**src/rtl/tag_ctrl_if.sv**
```systemverilog
// Request/response handshake and tag SRAM bus for tag_ctrl.
// slave = the tag controller, master = the cache FSM plus the tag array wrapper.
interface tag_ctrl_if #(
  parameter int IDX_W = 5,
  parameter int TAG_W = 21
);
  logic             req_valid;
  logic             req_ready;
  logic [1:0]       req_op;
  logic [31:0]      req_addr;
  logic             req_way;
  logic             resp_valid;
  logic             resp_hit;
  logic             resp_way;
  logic             resp_victim_valid;
  logic [TAG_W-1:0] resp_victim_tag;
  logic             busy;
  logic             ta_cs;
  logic             ta_oe;
  logic [1:0]       ta_web;
  logic [IDX_W-1:0] ta_a;
  logic [TAG_W:0]   ta_di;
  logic [TAG_W:0]   ta_do0;
  logic [TAG_W:0]   ta_do1;

  // Handshake: a request transfers on a rising edge where req_valid & req_ready;
  // the requester holds it stable until then. resp_valid is a one-cycle pulse
  // with no backpressure, exactly one per accepted request.
  modport slave (
    input  req_valid, req_op, req_addr, req_way, ta_do0, ta_do1,
    output req_ready, resp_valid, resp_hit, resp_way, resp_victim_valid,
           resp_victim_tag, busy, ta_cs, ta_oe, ta_web, ta_a, ta_di
  );
  modport master (
    output req_valid, req_op, req_addr, req_way, ta_do0, ta_do1,
    input  req_ready, resp_valid, resp_hit, resp_way, resp_victim_valid,
           resp_victim_tag, busy, ta_cs, ta_oe, ta_web, ta_a, ta_di
  );
endinterface

```
**src/rtl/tag_ctrl.sv**
```systemverilog
// 2-way set-associative tag controller: lookup/fill/invalidate/flush over two tag SRAMs.
// Optional TAG_CTRL_PERF_CNT_EN adds hit_cnt/miss_cnt lookup counters.
module tag_ctrl #(
  parameter int IDX_W = 5,
  parameter int TAG_W = 21,
  parameter int OFS_W = 6
) (
  input  logic       CK,
  input  logic       RSTn,
  tag_ctrl_if.slave  bus,
  output logic [1:0] dbg_state
`ifdef TAG_CTRL_PERF_CNT_EN
  ,
  output logic [31:0] hit_cnt,
  output logic [31:0] miss_cnt
`endif
);
  localparam int SETS = 1 << IDX_W;

  typedef enum logic [1:0] {INIT = 2'd0, IDLE = 2'd1, CMP = 2'd2, FLUSH = 2'd3} state_t;
  typedef enum logic [1:0] {OP_LOOKUP = 2'd0, OP_FILL = 2'd1, OP_INV = 2'd2, OP_FLUSH = 2'd3} op_t;

  state_t           state, state_nxt;
  logic [IDX_W-1:0] cnt, cnt_nxt;
  logic [SETS-1:0]  lru, lru_nxt;
  logic [IDX_W-1:0] idx_q;
  logic [TAG_W-1:0] tag_q;
  logic             pend_q, pend_nxt;

  logic [IDX_W-1:0] req_idx;
  logic [TAG_W-1:0] req_tag;
  logic             hit0, hit1, victim;
  logic [TAG_W:0]   victim_ent;
  logic             ready, busy_o, cs, oe;
  logic [1:0]       web;
  logic [IDX_W-1:0] addr;
  logic [TAG_W:0]   di;
  logic             rv, rhit, rway, rvv;
  logic [TAG_W-1:0] rvtag;
  logic             unused_ok;

  assign req_idx   = bus.req_addr[OFS_W+IDX_W-1:OFS_W];
  assign req_tag   = bus.req_addr[31:OFS_W+IDX_W];
  assign unused_ok = ^bus.req_addr[OFS_W-1:0];

  assign hit0 = bus.ta_do0[TAG_W] & (bus.ta_do0[TAG_W-1:0] == tag_q);
  assign hit1 = bus.ta_do1[TAG_W] & (bus.ta_do1[TAG_W-1:0] == tag_q);
  // lru[set] names the way to evict next; invalid ways are always preferred.
  assign victim     = !bus.ta_do0[TAG_W] ? 1'b0 : (!bus.ta_do1[TAG_W] ? 1'b1 : lru[idx_q]);
  assign victim_ent = victim ? bus.ta_do1 : bus.ta_do0;

  always_comb begin
    state_nxt = state;
    cnt_nxt   = cnt;
    lru_nxt   = lru;
    pend_nxt  = 1'b0;
    ready     = 1'b0;
    busy_o    = 1'b1;
    cs        = 1'b0;
    oe        = 1'b0;
    web       = 2'b11;
    addr      = '0;
    di        = '0;
    rv        = pend_q;
    rhit      = 1'b0;
    rway      = 1'b0;
    rvv       = 1'b0;
    rvtag     = '0;
    case (state)
      INIT, FLUSH: begin
        cs      = 1'b1;
        web     = 2'b00;
        addr    = cnt;
        cnt_nxt = cnt + 1'b1;
        if (cnt == '1) begin
          lru_nxt   = '0;
          state_nxt = IDLE;
          pend_nxt  = (state == FLUSH);
        end
      end
      IDLE: begin
        ready  = 1'b1;
        busy_o = 1'b0;
        if (bus.req_valid) begin
          case (op_t'(bus.req_op))
            OP_LOOKUP: begin
              cs        = 1'b1;
              oe        = 1'b1;
              addr      = req_idx;
              state_nxt = CMP;
            end
            OP_FILL: begin
              cs                  = 1'b1;
              web[bus.req_way]    = 1'b0;
              addr                = req_idx;
              di                  = {1'b1, req_tag};
              lru_nxt[req_idx]    = ~bus.req_way;
              pend_nxt            = 1'b1;
            end
            OP_INV: begin
              cs                  = 1'b1;
              web[bus.req_way]    = 1'b0;
              addr                = req_idx;
              lru_nxt[req_idx]    = bus.req_way;
              pend_nxt            = 1'b1;
            end
            default: begin
              state_nxt = FLUSH;
              cnt_nxt   = '0;
            end
          endcase
        end
      end
      default: begin
        rv        = 1'b1;
        rhit      = hit0 | hit1;
        state_nxt = IDLE;
        if (hit0 | hit1) begin
          rway           = ~hit0;
          lru_nxt[idx_q] = hit0;
        end else begin
          rway  = victim;
          rvv   = victim_ent[TAG_W];
          rvtag = victim_ent[TAG_W-1:0];
        end
      end
    endcase
    // Hold the SRAM quiet while reset is asserted, even though state reads INIT.
    if (!RSTn) begin
      cs   = 1'b0;
      oe   = 1'b0;
      web  = 2'b11;
      addr = '0;
      di   = '0;
    end
  end

  always_ff @(posedge CK or negedge RSTn) begin
    if (!RSTn) begin
      state  <= INIT;
      cnt    <= '0;
      lru    <= '0;
      pend_q <= 1'b0;
      idx_q  <= '0;
      tag_q  <= '0;
    end else begin
      state  <= state_nxt;
      cnt    <= cnt_nxt;
      lru    <= lru_nxt;
      pend_q <= pend_nxt;
      if (state == IDLE && bus.req_valid && bus.req_op == OP_LOOKUP) begin
        idx_q <= req_idx;
        tag_q <= req_tag;
      end
    end
  end

`ifdef TAG_CTRL_PERF_CNT_EN
  always_ff @(posedge CK or negedge RSTn) begin
    if (!RSTn) begin
      hit_cnt  <= '0;
      miss_cnt <= '0;
    end else if (state == CMP) begin
      if (hit0 | hit1) hit_cnt  <= hit_cnt + 32'd1;
      else             miss_cnt <= miss_cnt + 32'd1;
    end
  end
`endif

  assign bus.req_ready         = ready;
  assign bus.busy              = busy_o;
  assign bus.ta_cs             = cs;
  assign bus.ta_oe             = oe;
  assign bus.ta_web            = web;
  assign bus.ta_a              = addr;
  assign bus.ta_di             = di;
  assign bus.resp_valid        = rv;
  assign bus.resp_hit          = rhit;
  assign bus.resp_way          = rway;
  assign bus.resp_victim_valid = rvv;
  assign bus.resp_victim_tag   = rvtag;
  assign dbg_state             = state;
endmodule

```
**src/flat_wrapper.sv**
```systemverilog
// flat-port wrapper written by rule: the top's interface ports become plain ports
module tag_ctrl_flat 
#(
  parameter int IDX_W = 5,
  parameter int TAG_W = 21,
  parameter int OFS_W = 6
)
  (CK, RSTn, dbg_state, bus_req_valid, bus_req_op, bus_req_addr, bus_req_way, bus_ta_do0, bus_ta_do1, bus_req_ready, bus_resp_valid, bus_resp_hit, bus_resp_way, bus_resp_victim_valid, bus_resp_victim_tag, bus_busy, bus_ta_cs, bus_ta_oe, bus_ta_web, bus_ta_a, bus_ta_di);
  tag_ctrl_if #(.IDX_W(IDX_W), .TAG_W(TAG_W)) bus_i ();
  input  logic CK;
  input  logic RSTn;
  output logic [1:0] dbg_state;
  input wire logic [$bits(bus_i.req_valid)-1:0] bus_req_valid;
  input wire logic [$bits(bus_i.req_op)-1:0] bus_req_op;
  input wire logic [$bits(bus_i.req_addr)-1:0] bus_req_addr;
  input wire logic [$bits(bus_i.req_way)-1:0] bus_req_way;
  input wire logic [$bits(bus_i.ta_do0)-1:0] bus_ta_do0;
  input wire logic [$bits(bus_i.ta_do1)-1:0] bus_ta_do1;
  output wire logic [$bits(bus_i.req_ready)-1:0] bus_req_ready;
  output wire logic [$bits(bus_i.resp_valid)-1:0] bus_resp_valid;
  output wire logic [$bits(bus_i.resp_hit)-1:0] bus_resp_hit;
  output wire logic [$bits(bus_i.resp_way)-1:0] bus_resp_way;
  output wire logic [$bits(bus_i.resp_victim_valid)-1:0] bus_resp_victim_valid;
  output wire logic [$bits(bus_i.resp_victim_tag)-1:0] bus_resp_victim_tag;
  output wire logic [$bits(bus_i.busy)-1:0] bus_busy;
  output wire logic [$bits(bus_i.ta_cs)-1:0] bus_ta_cs;
  output wire logic [$bits(bus_i.ta_oe)-1:0] bus_ta_oe;
  output wire logic [$bits(bus_i.ta_web)-1:0] bus_ta_web;
  output wire logic [$bits(bus_i.ta_a)-1:0] bus_ta_a;
  output wire logic [$bits(bus_i.ta_di)-1:0] bus_ta_di;
  assign bus_i.req_valid = bus_req_valid;
  assign bus_i.req_op = bus_req_op;
  assign bus_i.req_addr = bus_req_addr;
  assign bus_i.req_way = bus_req_way;
  assign bus_i.ta_do0 = bus_ta_do0;
  assign bus_i.ta_do1 = bus_ta_do1;
  assign bus_req_ready = bus_i.req_ready;
  assign bus_resp_valid = bus_i.resp_valid;
  assign bus_resp_hit = bus_i.resp_hit;
  assign bus_resp_way = bus_i.resp_way;
  assign bus_resp_victim_valid = bus_i.resp_victim_valid;
  assign bus_resp_victim_tag = bus_i.resp_victim_tag;
  assign bus_busy = bus_i.busy;
  assign bus_ta_cs = bus_i.ta_cs;
  assign bus_ta_oe = bus_i.ta_oe;
  assign bus_ta_web = bus_i.ta_web;
  assign bus_ta_a = bus_i.ta_a;
  assign bus_ta_di = bus_i.ta_di;
  tag_ctrl #(.IDX_W(IDX_W), .TAG_W(TAG_W), .OFS_W(OFS_W)) u_core (.CK(CK), .RSTn(RSTn), .bus(bus_i), .dbg_state(dbg_state));
endmodule
```
**config.mk**
```make
export PLATFORM = sky130hd
export DESIGN_NAME = tag_ctrl_flat
export DESIGN_NICKNAME = d
export VERILOG_FILES = /design/src/rtl/tag_ctrl_if.sv /design/src/rtl/tag_ctrl.sv /design/src/flat_wrapper.sv
export SDC_FILE = /design/constraint.sdc
export NUM_CORES = 1
export LEC_CHECK = 0
export ABC_AREA = 1
export CAP_MARGIN = 5
export CORE_MARGIN = 2
export CORE_UTILIZATION = 57
export CTS_CLUSTER_SIZE = 30
export DETAILED_ROUTE_END_ITERATION = 12
export GPL_TIMING_DRIVEN = 0
export PLACE_DENSITY = 0.86
export SYNTH_ARGS = -nofsm -noshare
export SYNTH_HDL_FRONTEND = slang
export SYNTH_SLANG_ARGS = --single-unit
```
**constraint.sdc**
```tcl
create_clock -name CK -period 4.24 [get_ports CK]
set_input_delay 0.848 -clock CK [delete_from_list [all_inputs] [get_ports CK]]
set_output_delay 0.848 -clock CK [all_outputs]
set_load 0.03 [all_outputs]
```
=== Yosys cells after proc, flatten, opt, wreduce, memory -nomap -nowiden ===
Cells that the tools add are included.

* Bits in registers: 66
* Input bits: 82

* $add $sub $neg: 1
* $lt $le $gt $ge: 6
* Equality and inequality tests: 12
* Muxes and demuxes: 60
* Bitwise logic cells: 6
* Reductions and logical operators: 16

{| class="wikitable"
|+ Operators with widths
! kind !! count
|-
| one-hot mux 32 bit (2 select lines) || 2
|-
| two-way mux 22 bit || 5
|-
| bitwise mux 32 bit || 3
|-
| two-way mux 32 bit || 3
|-
| equality test 21 bit || 2
|-
| two-way mux 21 bit || 2
|-
| two-way mux 5 bit || 5
|-
| two-way mux 1 bit || 24
|-
| one-hot mux 5 bit (2 select lines) || 2
|-
| less-than comparator 5 x 6 -> 1 bit, second input constant || 2
|-
| one-hot mux 2 bit (2 select lines) || 3
|-
| demux 1 bit (select 5 bit) || 2
|-
| greater-or-equal comparator 5 x 1 -> 1 bit, second input constant || 2
|-
| two-way mux 2 bit || 5
|-
| != test 2 bit, second input constant || 3
|-
| AND reduction 3 bit || 2
|-
| OR reduction 3 bit || 2
|-
| adder 5 x 1 -> 5 bit, second input constant || 1
|-
| binary-select mux 1 bit (select 5 bit) || 1
|-
| equality test 5 bit, second input constant || 1
|-
| logical AND 1 bit || 5
|-
| equality test 2 x 1 -> 1 bit, second input constant || 2
|-
| equality test 2 bit, second input constant || 2
|-
| zero test 2 bit || 2
|-
| other kinds (14) || 18
|}

=== Longest topological paths before layout ===
Gate-level depths: netlist (run 1).

* Word-level depth: 9
* Gate-level depth with buffers: 14
* Depth with buffers taken out: 12

=== Least setup slack after synthesis (run 1) ===
OpenSTA, ideal clock, no wires.

* Path type: flip-flop to output port
* Start point: register u_core.state[1], in the netlist u_core.dbg_state[1]
* End point: output port bus_ta_web[0]
* Data arrival time: 2.141 ns
* Required time: 3.392 ns
* Slack: 1.251 ns
* Stages on the path, launching flop included: 5
* Path buffers: 0
* Cell sequence: dfrtp_1 -> inv_1 -> ha_1 -> inv_1 -> o21ai_0

* Cells in the longest elaborated chain, start to end: 4
* Elaborated cells on any way between the ends: 6
* Classes of those cells: eq/ne: 2; mux: 2; reduce/logical: 2

{| class="wikitable"
|+ RTL lines
! item !! RTL line !! source
|-
| start: declaration || tag_ctrl.sv:23 || <nowiki>state_t state, state_nxt;</nowiki>
|-
| start signal: assignment || tag_ctrl.sv:147 || <nowiki>state <= state_nxt;</nowiki>
|-
| equality test 2 bit / zero test 2 bit (equally long branches) || tag_ctrl.sv:69 || <nowiki>case (state)</nowiki>
|-
| OR reduction 2 bit || tag_ctrl.sv:69 ||
|-
| one-hot mux 2 bit (2 select lines) (*) || tag_ctrl.sv:69 ||
|-
| two-way mux 2 bit (*) || tag_ctrl.sv:129 || <nowiki>if (!RSTn) begin</nowiki>
|-
| end: declaration || flat_wrapper.sv:28 || <nowiki>output wire logic [$bits(bus_i.ta_web)-1:0] bus_ta_web;</nowiki>
|}

Every way passes the cells marked *; elsewhere a longest branch is shown, timed or not.

=== Final worst setup path (run 1) ===
* Start point: register u_core.state[0], in the netlist u_core.dbg_state[0]
* End point: output port bus_resp_hit

* Cells in the longest elaborated chain, start to end: 3
* Elaborated cells on any way between the ends: 5
* Classes of those cells: eq/ne: 2; mux: 1; reduce/logical: 2

{| class="wikitable"
|+ RTL lines
! item !! RTL line !! source
|-
| equality test 2 x 1 -> 1 bit (tied with other cells) || tag_ctrl.sv:69 ||
|-
| OR reduction 3 bit (no source line) (*) || - ||
|-
| two-way mux 1 bit (*) || tag_ctrl.sv:69 ||
|-
| end: declaration || flat_wrapper.sv:21 || <nowiki>output wire logic [$bits(bus_i.resp_hit)-1:0] bus_resp_hit;</nowiki>
|}

Marks and branches as above.

==> results of run 1 <==
## path summary, 6_finish.rpt
check	endpoint	slack (ns)	depth (start not counted)
worst max-delay path	bus_resp_hit	0.10	7
worst min-delay path	flop	0.48	2
worst max register to register	flop	1.62	9
worst min register to register	flop	0.48	2
max in group asynchronous	async pin	3.02	1
min in group asynchronous	u_core.tag_q[13]$_DFFE_PN0P_	0.64	1
## cell families after synthesis
kind of cell               count (synthesis)  synth area share, %
xor gates and xnor gates                   5                0.666
DFF                                       66                 25.1
adders and majority gates                  9                 1.71
AOI/OAI and AO/OA                        116                 9.97
and+or+nand+nor                          738                 50.3
buffers and inverters                    185                 12.2
## layer usage
metal	routed length [um]	vias to the layer above
li1	-	3908
met1	9580	3621
met2	10900	527
met3	2640	82
met4	637	0
met5	0	-
## cells in the final DEF (no fill, tap or decap), drive strengths merged
cell type,Yosys,routed
nor3,14,14
or2,1,1
xnor2,3,3
dlymetal6s2s,0,21
o211ai,23,23
ha,9,9
o21ai,44,44
bufinv,0,2
a21oi,44,44
nand3,81,81
a22o,2,2
nand3b,11,11
a22oi,1,1
nor4,2,2
nand2,421,421
inv,125,129
buf,23,24
nor2,132,132
clkdlybuf4s50,0,111
o21bai,1,1
clkbuf,36,45
clkinv,1,1
o22ai,1,1
nand4,75,75
dfrtp,66,66
and3,1,1
clkinvlp,0,1
xor2,2,2
## cell type report
cell class              count  area (um2)
well taps                 143         179
repair buffers            133        1380
inverters                 126         473
flip-flops and latches     66        1650
multi-input cells         868        4140
clock inverters             7         108
clock buffers               9         225
plain buffers              59         330
fillers                   967        2840
## where the power goes
group | leakage [uW] | internal, uW | switching [uW]
sequential | 0.000875 | 871 | 305
combinational | 0.00339 | 906 | 1820
clock | 0.000160 | 527 | 311
## worst max-delay path: cells and delay by family, from the launching register on
| kind | cells | cell delay, ns |
|---|---|---|
| AND/OR/NAND/NOR | 1 | 0.15 |
| adder cells (fa/ha/maj) | 1 | 0.31 |
| flip-flops | 1 | 0.41 |
| buffers and inverters | 4 | 1.87 |
| AO/OA/AOI/OAI | 1 | 0.19 |
## per-stage QoR
| stage | utilization [%] | hold slack, ns | instances | cell area, um2 | total power (uW) |
|---|---|---|---|---|---|
| 6_report | 74.9 | 0.479 | 1411 | 8480 | 4740 |
| 5_1_grt | 74.9 | 0.496 | 1411 | 8480 | 5040 |
| 4_1_cts | 74.3 | 0.483 | 1411 | 8420 | 4650 |
| 3_5_place_dp | 71.4 | 0.468 | 1395 | 8080 | 3800 |
| 3_3_place_gp | 71.4 | 0.464 | 1395 | 8090 | 3760 |
| 2_1_floorplan | - | 0.448 | 1119 | 6580 | 2920 |
==> summary.md, run 1 <==
| Metric | Value |
|---|---|
| Status | complete, no violations |
| Clock Latency Late Sink | approximately 0.34 ns |
| VDD IR max | about 0.00048 V |
| Pre-CTS setup slack | approximately 0.037 ns |
| CP Launch Type | flop |
| LEAKAGE | ~0.0044 uW |
| IO Count | roughly 140 |
| Actual slew at the worst max-slew pin | roughly 0.9 ns |
| Top cell type's share of synthesized area | roughly a quarter |
| Synthesized instance count | 1119 |
| Max Clock Skew | roughly 0.011 ns |
| Req. time, crit path | about 3.4 ns |
| H-tree levels | 3 |
| Vias | 8138 |
| Count of buffers from port buffering | 133 |
| TNS Setup | 0 ns |
| Post-DP HPWL | ~18000 um |
| Unrepaired setup endpoints after global routing | no |
| Ys async rst share | 100% |
| Initial DRC Count | around 1100 |
| Die area | about 0.012 mm2 |
| Routed Antenna Nets | 0 |
| M1 GR Usage | roughly half |
| Critical path's slowest cell | clkdlybuf4s50_1 |
| Vias in the first global route | 7321 |
| Met2 usage | between 60 and 70% |
| Critical path endpoint category | output pin |
| Std cell rows | 39 |
| Post-synthesis sequential area ratio | roughly a quarter |
| Clk sinks | 66 |
| Synth warnings | 0 |
| Wire per inst | approximately 17 um |
| Synth top cells by count | nand2_1, nor2_1, inv_1 |
| Crit path from | u_core.dbg_state[0]$_DFFE_PN0P_ |
| Most numerous cell in the Yosys netlist | nand2_1 |
| GRT busiest layer | met2 |
| Resized Gates After CTS | 0 |
| Largest area contributor in the netlist | dfrtp_1 |
| PnR worst setup slack | 0.102 ns |
| Largest net degree at the start of global routing | 70 |
| Most frequent CP cell | clkbuf_1 |
| Worst Path Arrival | approximately 3.3 ns |
| Max stage delay on crit path | 0.74 ns |
| Routability Congestion | 1.04 |
| Nets | 1354 |
| Clk Tree Root Cell | clkbuf_16 |
| Post-Syn Nets | between 1000 and 1500 |
| HP Class | reg2reg |
| Synth cell types | 36 |
| Routed wire length | 23800 um |
| Drt drc | 0 |
| Top FF cell, synth | dfrtp_1 |
| Drt via density | 5.77 |
| Minimum clock period | about 4.1 ns |
| Initial antenna violation count | 0 |
| Synth-to-layout area growth | 29.0% |
| Total Routing Usage GR | around 37% |
| Total gr overflow | 0 |
| Met3 usage | a little under 8% |
| Mapped cell area | 0.00658 mm2 |
| Reg clk slew, reported paths | ~0.060 ns |
| Max frequency | 242 MHz |
| Syn_area_per_cell | slightly below 6 um2 |
| Pwr/cell area | 559 mW/mm2 |
| Final Max Slew Viols | 0 |
| Pre-Repair DR Iteration Count | 6 |
| Max_cap viols | 0 |
| Top cells by area, synth | dfrtp_1, nand2_1, nand4_1 |
| Critical path class | reg2out |
| Final cycle utilization of the critical path | between 90% and 100% |
| Max-slew headroom | between 40 and 50% |
| Initial Utilization | 58.1% |
| CTS tree | built |
| Die X | ~110 um |
| Post CTS Setup Buffer Count | 0 |
| # setup viols final | 0 |
| Final hold vios | 0 |
| Core area | 0.0113 mm2 |
| Worst path cell trace | inv_1 > ha_1 > clkbuf_1 > clkbuf_1 > nand4_1 > o21ai_0 > clkdlybuf4s50_1 |
| Die Ht | between 100 and 150 um |
| Worst reg2reg startpoint | u_core.dbg_state[1]$_DFFE_PN0P_ |
| # diodes | 0 |
| First-pass GRT wire length | approximately 38000 um |
| Critical path peak fanout | 10 |
| Num CTS Buffers | 9 |
| Hold_buf cts | 0 |
| Fraction of layout instances using a drive strength above 1 | 7.73% |
| Longest Clk Path Bufs | 2 |
| Post-synth EDFFs | 0 |
| #FFs+latches synth | 66 |
Power figures use the tool's default switching activity.
==> inputs of run 2 (changes only) <==
CTS_BUF_LIST = sky130_fd_sc_hd__clkbuf_16   (was default)
==> results of run 2 <==
The final DEF is identical to that of run 1; final timing and power are the same.
==> inputs of run 3 (changes only) <==
GPL_TIMING_DRIVEN = default   (was 0)
==> summary.md, run 3 (synthesized netlist as in run 1, its figures left out) <==
| Metric | Value |
|---|---|
| Status | complete, no violations (unchanged) |
| # diodes | 0 (unchanged) |
| Die X | 111 um (unchanged) |
| Worst path top cell family by delay | buffers and inverters (unchanged) |
| IO Count | 142 (unchanged) |
| Worst Path Buf+Inv | 4 (unchanged) |
| Crit path capture | bus_resp_victim_tag[12] (was bus_resp_hit) |
| Final cycle utilization of the critical path | 95.1% (was 97.6%) |
| Worst reg2reg path depth | 9 (unchanged) |
| Routability Congestion | 0.977 (was 1.04) |
| Die area | 0.0124 mm2 (unchanged) |
| Longest Clk Path Bufs | 2 (unchanged) |
| Max frequency | 248 MHz (was 242 MHz) |
| First-pass GRT wire length | 35000 um (was 37700 um) |
| Req. time, crit path | 3.39 ns (about the same) |
| # setup viols final | 0 (unchanged) |
| Area taken by flip-flops and latches | 0.00165 mm2 (unchanged) |
| Worst reg2reg startpoint | u_core.dbg_state[1]$_DFFE_PN0P_ (unchanged) |
| Core area | 0.0113 mm2 (unchanged) |
| Stages on the worst setup path | 12 (was 7) |
| Die Ht | 111 um (unchanged) |
| Footprint of the multi-input gates | 0.00414 mm2 (about the same) |
| Critical path class | in2out (was reg2out) |
| Critical path's slowest cell | clkdlybuf4s50_1 (unchanged) |
| Count of buffers from port buffering | 135 (was 133) |
| Reg clk slew, reported paths | 0.05 ns (was 0.06 ns) |
| Clk sinks | 66 (unchanged) |
| Total Routing Usage GR | 34.1% (was 37.3%) |
| Initial DRC Count | 811 (was 1125) |
| Pre-Repair DR Iteration Count | 6 (unchanged) |
| Clk Tree Root Cell | clkbuf_16 (unchanged) |
| Synth-to-layout area growth | 24.4% (was 29.0%) |
| GRT busiest layer | met2 (unchanged) |
| Met3 usage | 5.12% (was 7.73%) |
| Fraction of layout instances using a drive strength above 1 | 7.49% (was 7.73%) |
| H-tree levels | 3 (unchanged) |
| Largest net degree at the start of global routing | 65 (was 70) |
| Initial antenna violation count | 1 (was 0) |
| Total gr overflow | 0 (unchanged) |
| Unrepaired setup endpoints after global routing | no (unchanged) |
| Post CTS Setup Buffer Count | 0 (unchanged) |
| VDD IR max | 0.000633 V (was 0.000479 V) |
| Hold_buf cts | 0 (unchanged) |
| Std cell rows | 39 (unchanged) |
| Worst path cell trace | clkdlybuf4s50_1 > xor2_1 > nor2_1 > nand2_1 > nor2_2 > nand3_1 > nand3_2 > inv_1 > buf_4 > nand2_1 > nor2_1 > clkdlybuf4s50_1 (was inv_1 > ha_1 > clkbuf_1 > clkbuf_1 > nand4_1 > o21ai_0 > clkdlybuf4s50_1) |
| Critical path peak fanout | 21 (was 10) |
| Max-slew headroom | 41.6% (was 40.0%) |
| Reg-to-reg slack, setup | 1.73 ns (was 1.62 ns) |
| Clock Latency Late Sink | 0.34 ns (about the same) |
| Hold_ws | 0.321 ns (was 0.479 ns) |
| Max_cap viols | 0 (unchanged) |
| Crit path from | bus_ta_do0[6] (was u_core.dbg_state[0]$_DFFE_PN0P_) |
| CP Launch Type | primary input (was flop) |
| Routed wire length | 21300 um (was 23800 um) |
| Critical path endpoint category | output pin (unchanged) |
| Most common cell after layout, fill and taps aside | nand2_1 (unchanged) |
| Met2 usage | 57.3% (was 61.2%) |
| Num CTS Buffers | 9 (unchanged) |
| Nets | 1315 (was 1354) |
| LEAKAGE | 0.00396 uW (was 0.00443 uW) |
| Final hold vios | 0 (unchanged) |
| Commonest non-fill, non-tap cells in the layout | nand2_1, clkdlybuf4s50_1, nor2_1, inv_1, nand4_1 (was nand2_1, nor2_1, clkdlybuf4s50_1, inv_1, nand4_1) |
| Max Clock Skew | 0.00904 ns (was 0.0108 ns) |
| M1 GR Usage | 44.5% (was 51.0%) |
| Initial Utilization | 58.1% (unchanged) |
| TNS Setup | 0 ns (unchanged) |
| CTS tree | built (unchanged) |
| Pwr/cell area | 535 mW/mm2 (was 559 mW/mm2) |
| Worst Path Arrival | 3.19 ns (was 3.29 ns) |
| Drt drc | 0 (unchanged) |
| Wire per inst | 15.5 um (was 16.9 um) |
| Max stage delay on crit path | 0.71 ns (was 0.74 ns) |
| Resized Gates After CTS | 0 (unchanged) |
| Vias | 7896 (was 8138) |
| Post-DP HPWL | 14900 um (was 18100 um) |
| Final Max Slew Viols | 0 (unchanged) |
| HP Class | in2async (was reg2reg) |
| Drt via density | 5.76 (was 5.77) |
| Vias in the first global route | 7307 (was 7321) |
| Routed Antenna Nets | 0 (unchanged) |
| Fillers | 970 (was 967) |
| Actual slew at the worst max-slew pin | 0.876 ns (was 0.899 ns) |
| Minimum clock period | 4.03 ns (was 4.14 ns) |
run 3: cell count changes in the layout (fill, tap and decap cells not counted), sizes merged:
| cell | previous run | this run |
|---|---|---|
| clkbuf | 45 | 9 |
| dlymetal6s2s | 21 | 0 |
| clkdlybuf4s50 | 111 | 131 |
| clkinv | 1 | 6 |
| buf | 24 | 22 |
| bufinv | 2 | 0 |
| inv | 129 | 127 |
| clkinvlp | 1 | 0 |
run 3: power by group:
part / leakage [uW] / internal (uW) / switching [uW]
Sequential: 0.000875 / 872 / 302
Clock: 0.000134 / 383 / 274
Combinational: 0.00295 / 872 / 1670
Total: 0.00396 / 2130 / 2250
run 3: layout make-up:
| class | instances | share of cell area [%] |
|---|---|---|
| multi-input combinational | 868 | 50.6 |
| clock inverter | 7 | 0.352 |
| timing repair buffer | 153 | 18.1 |
| inverter | 126 | 5.78 |
| sequential | 66 | 20.2 |
| tap | 143 | 2.19 |
| clock buffer | 9 | 2.75 |
run 3: how the worst min path moves through the flow:
stage	start	endpoint	depth (start not counted)
6_report	RSTn	u_core.dbg_state[1]$_DFFE_PN0P_	1
3_3_place_gp	flop	flop	2
4_1_cts	RSTn	u_core.dbg_state[1]$_DFFE_PN0P_	1
2_1_floorplan	u_core.cnt[3]$_DFFE_PN0P_	u_core.cnt[3]$_DFFE_PN0P_	1
5_1_grt	RSTn	u_core.dbg_state[1]$_DFFE_PN0P_	1
3_5_place_dp	flop	flop	2
run 3: layer usage:
metal  part of all wire, %  routed length, um
met1                    41               8710
met2                    47               9970
met3                   8.9               1900
met4                   3.3                705
met5                 0.056                 12
run 3: per-stage QoR:
| step | util, % | instances | instance area, um2 | power, uW | setup slack, ns |
|---|---|---|---|---|---|
| finish | 72.3 | 1372 | 8180 | 4380 | 0.207 |
| global route | 72.3 | 1372 | 8180 | 4700 | 0.00731 |
| CTS | 72.2 | 1372 | 8170 | 4320 | 0.182 |
| detailed placement | 69.9 | 1356 | 7920 | 3640 | 0.192 |
| global placement | 69.9 | 1356 | 7920 | 3570 | 0.228 |
| floorplan | - | 1119 | 6580 | 2920 | 1.25 |
